[config.mk]
export PLATFORM = sky130hd
export DESIGN_NAME = shape_write
export DESIGN_NICKNAME = d
export VERILOG_FILES = /design/src/rtl/shape_pkg.sv /design/src/rtl/shape_write.sv
export SDC_FILE = /design/constraint.sdc
export NUM_CORES = 1
export LEC_CHECK = 0
export ABC_AREA = 0
export CAP_MARGIN = 30
export CORE_ASPECT_RATIO = 1.4
export CORE_MARGIN = 1
export CORE_UTILIZATION = 50
export CTS_BUF_LIST = sky130_fd_sc_hd__clkbuf_8 sky130_fd_sc_hd__clkbuf_16
export CTS_CLUSTER_DIAMETER = 60
export DETAILED_ROUTE_END_ITERATION = 8
export DONT_BUFFER_PORTS = 1
export GPL_ROUTABILITY_DRIVEN = 1
export RECOVER_POWER = 100
export REMOVE_ABC_BUFFERS = 1
export SETUP_SLACK_MARGIN = 0.3
export SYNTH_ARGS = -nofsm -noshare
export SYNTH_HDL_FRONTEND = slang
export SYNTH_SLANG_ARGS = --single-unit
[constraint.sdc]
create_clock -name clk -period 3.8 [get_ports clk]
set_input_delay 0 -clock clk [delete_from_list [all_inputs] [get_ports clk]]
set_output_delay 0 -clock clk [all_outputs]
set_load 0.03 [all_outputs]
[src/rtl/shape_pkg.sv]
// Shared definitions for the shape table writer and reader.
// Holds the record word layout and the writer/reader state encoding.
package shape_pkg;

  typedef enum logic [1:0] {
    ST_IDLE  = 2'd0,
    ST_WRITE = 2'd1,
    ST_DONE  = 2'd2
  } shape_state_e;

  // Word positions inside one shape record
  localparam int WORD_TY     = 0;
  localparam int WORD_X      = 1;
  localparam int WORD_Y      = 2;
  localparam int WORD_SIZE   = 3;
  localparam int WORD_ROTATE = 4;

endpackage

[src/rtl/shape_write.sv]
// shape_write: writes one shape record into a RAM-resident shape table.
// A record occupies 2^DATAB words starting at (id << DATAB) + offset.
// Optional feature macro SHAPE_WRITE_PAD_EN: when defined, the unused tail
// words of the record are written as zero; otherwise only words 0..4 are
// written and the tail slots are left untouched.
// All outputs are registered; their next values are derived from the
// next-state values so that word k appears k+1 cycles after acceptance.
module shape_write
  import shape_pkg::*;
#(
  parameter int DATAB = 3,
  parameter int CORDW = 10,
  parameter int ADDRW = 20,
  parameter int DATAW = 12,
  parameter int NUMW  = DATAW
) (
  input  logic             clk,
  input  logic             rst_n,
  input  logic [NUMW-1:0]  id,
  input  logic [DATAW-1:0] ty,
  input  logic [CORDW-1:0] x,
  input  logic [CORDW-1:0] y,
  input  logic [DATAW-1:0] size,
  input  logic [DATAW-1:0] rotate,
  input  logic             req_valid,
  output logic             req_ready,
  input  logic [ADDRW-1:0] ram_address_offset,
  output logic [ADDRW-1:0] ram_address,
  output logic             ram_enable,
  output logic [DATAW-1:0] ram_data,
  output logic             busy,
  output logic             done
);

`ifdef SHAPE_WRITE_PAD_EN
  localparam int LAST_WORD = (1 << DATAB) - 1;
`else
  localparam int LAST_WORD = WORD_ROTATE;
`endif
  localparam logic [DATAB-1:0] LAST_PTR = DATAB'(LAST_WORD);

  shape_state_e     state_q, state_d;
  logic [DATAB-1:0] ptr_q, ptr_d;
  logic [NUMW-1:0]  id_q, id_d;
  logic [ADDRW-1:0] offset_q, offset_d;
  logic [DATAW-1:0] ty_q, ty_d;
  logic [CORDW-1:0] x_q, x_d;
  logic [CORDW-1:0] y_q, y_d;
  logic [DATAW-1:0] size_q, size_d;
  logic [DATAW-1:0] rotate_q, rotate_d;
  logic             ram_enable_q, ram_enable_d;
  logic [ADDRW-1:0] ram_address_q, ram_address_d;
  logic [DATAW-1:0] ram_data_q, ram_data_d;
  logic             busy_q, busy_d;
  logic             done_q, done_d;
  logic             req_ready_q, req_ready_d;

  // Next-state, word pointer and request capture
  always_comb begin
    state_d  = state_q;
    ptr_d    = ptr_q;
    id_d     = id_q;
    offset_d = offset_q;
    ty_d     = ty_q;
    x_d      = x_q;
    y_d      = y_q;
    size_d   = size_q;
    rotate_d = rotate_q;
    case (state_q)
      ST_IDLE: begin
        if (req_valid) begin
          id_d     = id;
          offset_d = ram_address_offset;
          ty_d     = ty;
          x_d      = x;
          y_d      = y;
          size_d   = size;
          rotate_d = rotate;
          ptr_d    = '0;
          state_d  = ST_WRITE;
        end else begin
          state_d = ST_IDLE;
        end
      end
      ST_WRITE: begin
        if (ptr_q == LAST_PTR) begin
          state_d = ST_DONE;
        end else begin
          ptr_d = ptr_q + DATAB'(1);
        end
      end
      ST_DONE: begin
        state_d = ST_IDLE;
      end
      default: begin
        state_d = ST_IDLE;
      end
    endcase
  end

  // Output values for the coming cycle, decoded from the next state
  always_comb begin
    ram_enable_d  = (state_d == ST_WRITE);
    ram_address_d = '0;
    ram_data_d    = '0;
    busy_d        = (state_d != ST_IDLE);
    done_d        = (state_d == ST_DONE);
    req_ready_d   = (state_d == ST_IDLE);
    if (ram_enable_d) begin
      ram_address_d = (ADDRW'(id_d) << DATAB) + offset_d + ADDRW'(ptr_d);
      case (ptr_d)
        DATAB'(WORD_TY):     ram_data_d = ty_d;
        DATAB'(WORD_X):      ram_data_d = DATAW'(x_d);
        DATAB'(WORD_Y):      ram_data_d = DATAW'(y_d);
        DATAB'(WORD_SIZE):   ram_data_d = size_d;
        DATAB'(WORD_ROTATE): ram_data_d = rotate_d;
        default:             ram_data_d = '0;
      endcase
    end else begin
      ram_address_d = '0;
      ram_data_d    = '0;
    end
  end

  // State, captured record and registered outputs
  always_ff @(posedge clk or negedge rst_n) begin
    if (!rst_n) begin
      state_q       <= ST_IDLE;
      ptr_q         <= '0;
      id_q          <= '0;
      offset_q      <= '0;
      ty_q          <= '0;
      x_q           <= '0;
      y_q           <= '0;
      size_q        <= '0;
      rotate_q      <= '0;
      ram_enable_q  <= 1'b0;
      ram_address_q <= '0;
      ram_data_q    <= '0;
      busy_q        <= 1'b0;
      done_q        <= 1'b0;
      req_ready_q   <= 1'b1;
    end else begin
      state_q       <= state_d;
      ptr_q         <= ptr_d;
      id_q          <= id_d;
      offset_q      <= offset_d;
      ty_q          <= ty_d;
      x_q           <= x_d;
      y_q           <= y_d;
      size_q        <= size_d;
      rotate_q      <= rotate_d;
      ram_enable_q  <= ram_enable_d;
      ram_address_q <= ram_address_d;
      ram_data_q    <= ram_data_d;
      busy_q        <= busy_d;
      done_q        <= done_d;
      req_ready_q   <= req_ready_d;
    end
  end

  assign ram_enable  = ram_enable_q;
  assign ram_address = ram_address_q;
  assign ram_data    = ram_data_q;
  assign busy        = busy_q;
  assign done        = done_q;
  assign req_ready   = req_ready_q;

endmodule

==> qor.csv <==
metric;value;unit
fillers;958;
routed_wl;14400;µm
total_power;8070;µW
start_kind;flop;
cts_tree;built;
rows;47;
syn_avg_cell_area;10.0;µm²
synth_top_cell_by_area;dfrtp_1;
synth_ff_type;dfrtp_1;
root_buffer;clkbuf_16;
maxCapViolations;1;
hold_class;input pin to flop;
dieArea;0.0127;mm²
synth_area_leaders;dfrtp_1 52%, nand2_1 11%, mux2_2 7.2%, ha_1 3.5%, a21oi_1 2.2%;
async_flop_share;100;%
ys_types;63;
nets;812;
post_cts_buffers;0;
max_freq;0.295;GHz
ctsHtreeMaxLevel;4;
ff_latch_area;0.00323;mm²
drt_iter0_drc;184;
track_usage;24.6;%
ir_worst_vdd;493;µV
die_width;95.6;µm
pwr-share-clk;19.4;%
min_period_over_period;89.2;%
slew_violations;67;
yosysWarnings;0;
port_buffers;0;
pwr_density_cell;1050;mW/mm²
dp_hpwl;9480;µm
grt_pass1_vias;5021;
globalRouteMet3Util;6.95;%
violations;capacitance limit, slew limit;
worst_ep_required_time;4090;ps
criticalPathCategory;flop to flop;
internal_power;4590;µW
grt_pass1_wl;23600;µm
cp_max_fo;7;
cts_made_buffers;17;
synth_seq_area_share;52.7;%
endpoint_kind;flop;
yosysTopAreaCellShare;52.3;%
num_antenna_cells;0;
drt-pass1-iter-count;5;
final_antenna_net_count;0;
synthCells;612;
viasPerCell;5.47;
sw_frac_of_total;43.2;%
vias;4707;
power.switching;3480;µW
slew_headroom;-3.81;%
worst_hold_slack;87.8;ps
multiInputGateArea;0.00268;mm²
combPwrFrac;48.2;%
cp.arrival;3680;ps
antenna_found_initial;0;
synth_edf_count;0;
grt_max_degree;130;
busiest_layer;met2;
overflow;0;
post_drt_wl_per_cell;16.8;µm
grtUsageMet1;27.2;%
cts_sinks;129;
finalHoldViolations;0;
setup_violations;0;
drc;0;
core;0.0119;mm²
p_leak;0.00369;µW
dp.cells;740;
initial_core_util;51.6;%
fin_util;64.9;%
clock_latency;410;ps
netlist_top_cells_count;181 x nand2_1, 128 x dfrtp_1, 39 x mux2_2, 33 x nor2_1, 27 x a21oi_1;
ys_seq_elements;129;
dieHeight;133;µm
status;complete, but fails checks;
grt_use_met2;43.0;%
tightest_slew;1560;ps
clockBufferDepth;2;
ioPinCount;127;
final_cells;861;
gp_congestion;0.857;
min_period;3390;ps
rsz0062_at_grt;false;
yosysMostFrequentCell;nand2_1;
clk_pin_slew;50;ps
finClkSkew;9.03;ps
synth_area;0.00613;mm²
drive_gt1_share;7.98;%
seq_power_share;32.4;%
area_growth;25.8;%
cell usage in the layout, fill, tap and decap left out, drive strengths merged, types with 6 or more instances in the layout:
| cell type | instances |
|---|---|
| dfrtp | 128 |
| buf | 9 |
| nor3 | 8 |
| and2 | 6 |
| dlygate4sd3 | 90 |
| a21oi | 29 |
| xor2 | 6 |
| nand3 | 7 |
| clkbuf | 21 |
| o21ai | 24 |
| nor2 | 34 |
| nand4 | 9 |
| nand2 | 182 |
| ha | 17 |
| inv | 18 |
| mux2i | 13 |
| o211ai | 9 |
| mux2 | 40 |
per-layer routing:
metal	wire [µm]	part of all wire (%)
met1	5750	40
met4	340	2.4
met5	0	0
met3	685	4.7
met2	7670	53
layout make-up:
cell class                 instances  area share, %
clock buffer                      18           5.70
clock inverter                    12           1.67
inverter                          13          0.633
multi-input combinational        440           34.7
sequential                       129           41.9
tap                              147           2.39
timing repair buffer             102           13.0
power by group through the flow:
stage | sequential, µW | combinational (µW) | clock, µW
floorplan | 2560 | 2880 | 0
global placement | 2630 | 3780 | 0
detailed placement | 2650 | 3830 | 0
CTS | 2630 | 3970 | 1600
global route | 2690 | 4360 | 1660
finish | 2620 | 3890 | 1570
flip-flops by register name, indices dropped and copies added, names as in the netlist:
name and flops:
ram_address 20, ram_enable 1, ram_data 12, offset_q 20
busy 1, x_q 10, state_q 2, id_q 12
rotate_q 12, y_q 10, req_ready 1, done 1
size_q 12, ptr_q 3, ty_q 12
worst max-delay path: stages, from the launching register on:
cell	delay, ps
dfrtp_1	420
inv_1	60
ha_1	230
and3_1	160
o21ai_2	120
and2_0	160
inv_1	160
ha_1	290
fa_1	410
a21o_1	200
a31o_1	230
and2_1	190
a21boi_2	230
o21ai_0	120
mux2_2	300
kinds of logic after synthesis:
kind of cell | Yosys count | share of synthesized area, %
muxes | 53 | 9.48
and+or+nand+nor | 263 | 18.3
buffers and inverters | 43 | 3.74
xor gates and xnor gates | 11 | 1.57
AOI/OAI and AO/OA | 95 | 10.4
adders and majority gates | 18 | 3.80
DFF | 129 | 52.7
path summary, 6_finish.rpt:
path	start	end	slack, ps	cells after the start
hold / removal	ram_address_offset[18]	ram_address[19]$_DFF_PN0_	90	5
setup reg to reg	ptr_q[0]$_DFF_PN0_	ram_address[12]$_DFF_PN0_	410	14
min in group asynchronous	rst_n	rotate_q[9]$_DFF_PN0_	230	2
hold reg to reg	y_q[6]$_DFF_PN0_	y_q[6]$_DFF_PN0_	470	2
setup / recovery	ptr_q[0]$_DFF_PN0_	ram_address[12]$_DFF_PN0_	410	14
max in group asynchronous	rst_n	offset_q[11]$_DFF_PN0_	3110	2
through the flow:
stage	TNS [ps]	instance area (µm²)	setup WS, ps
2_1_floorplan	-55930	5950	-1680
3_3_place_gp	0	6220	397
3_5_place_dp	0	6220	288
4_1_cts	0	7720	406
5_1_grt	0	7710	180
6_report	0	7710	412
what timing repair did:
| item | CTS | global route |
|---|---|---|
| hold buffers | 91 | 0 |
| setup endpoints to repair | 1 | 4 |
| endpoints found under the hold margin | 228 | 0 |
| gates resized for setup | 1 | 3 |
Note: power is estimated with default switching activity, not from simulation.
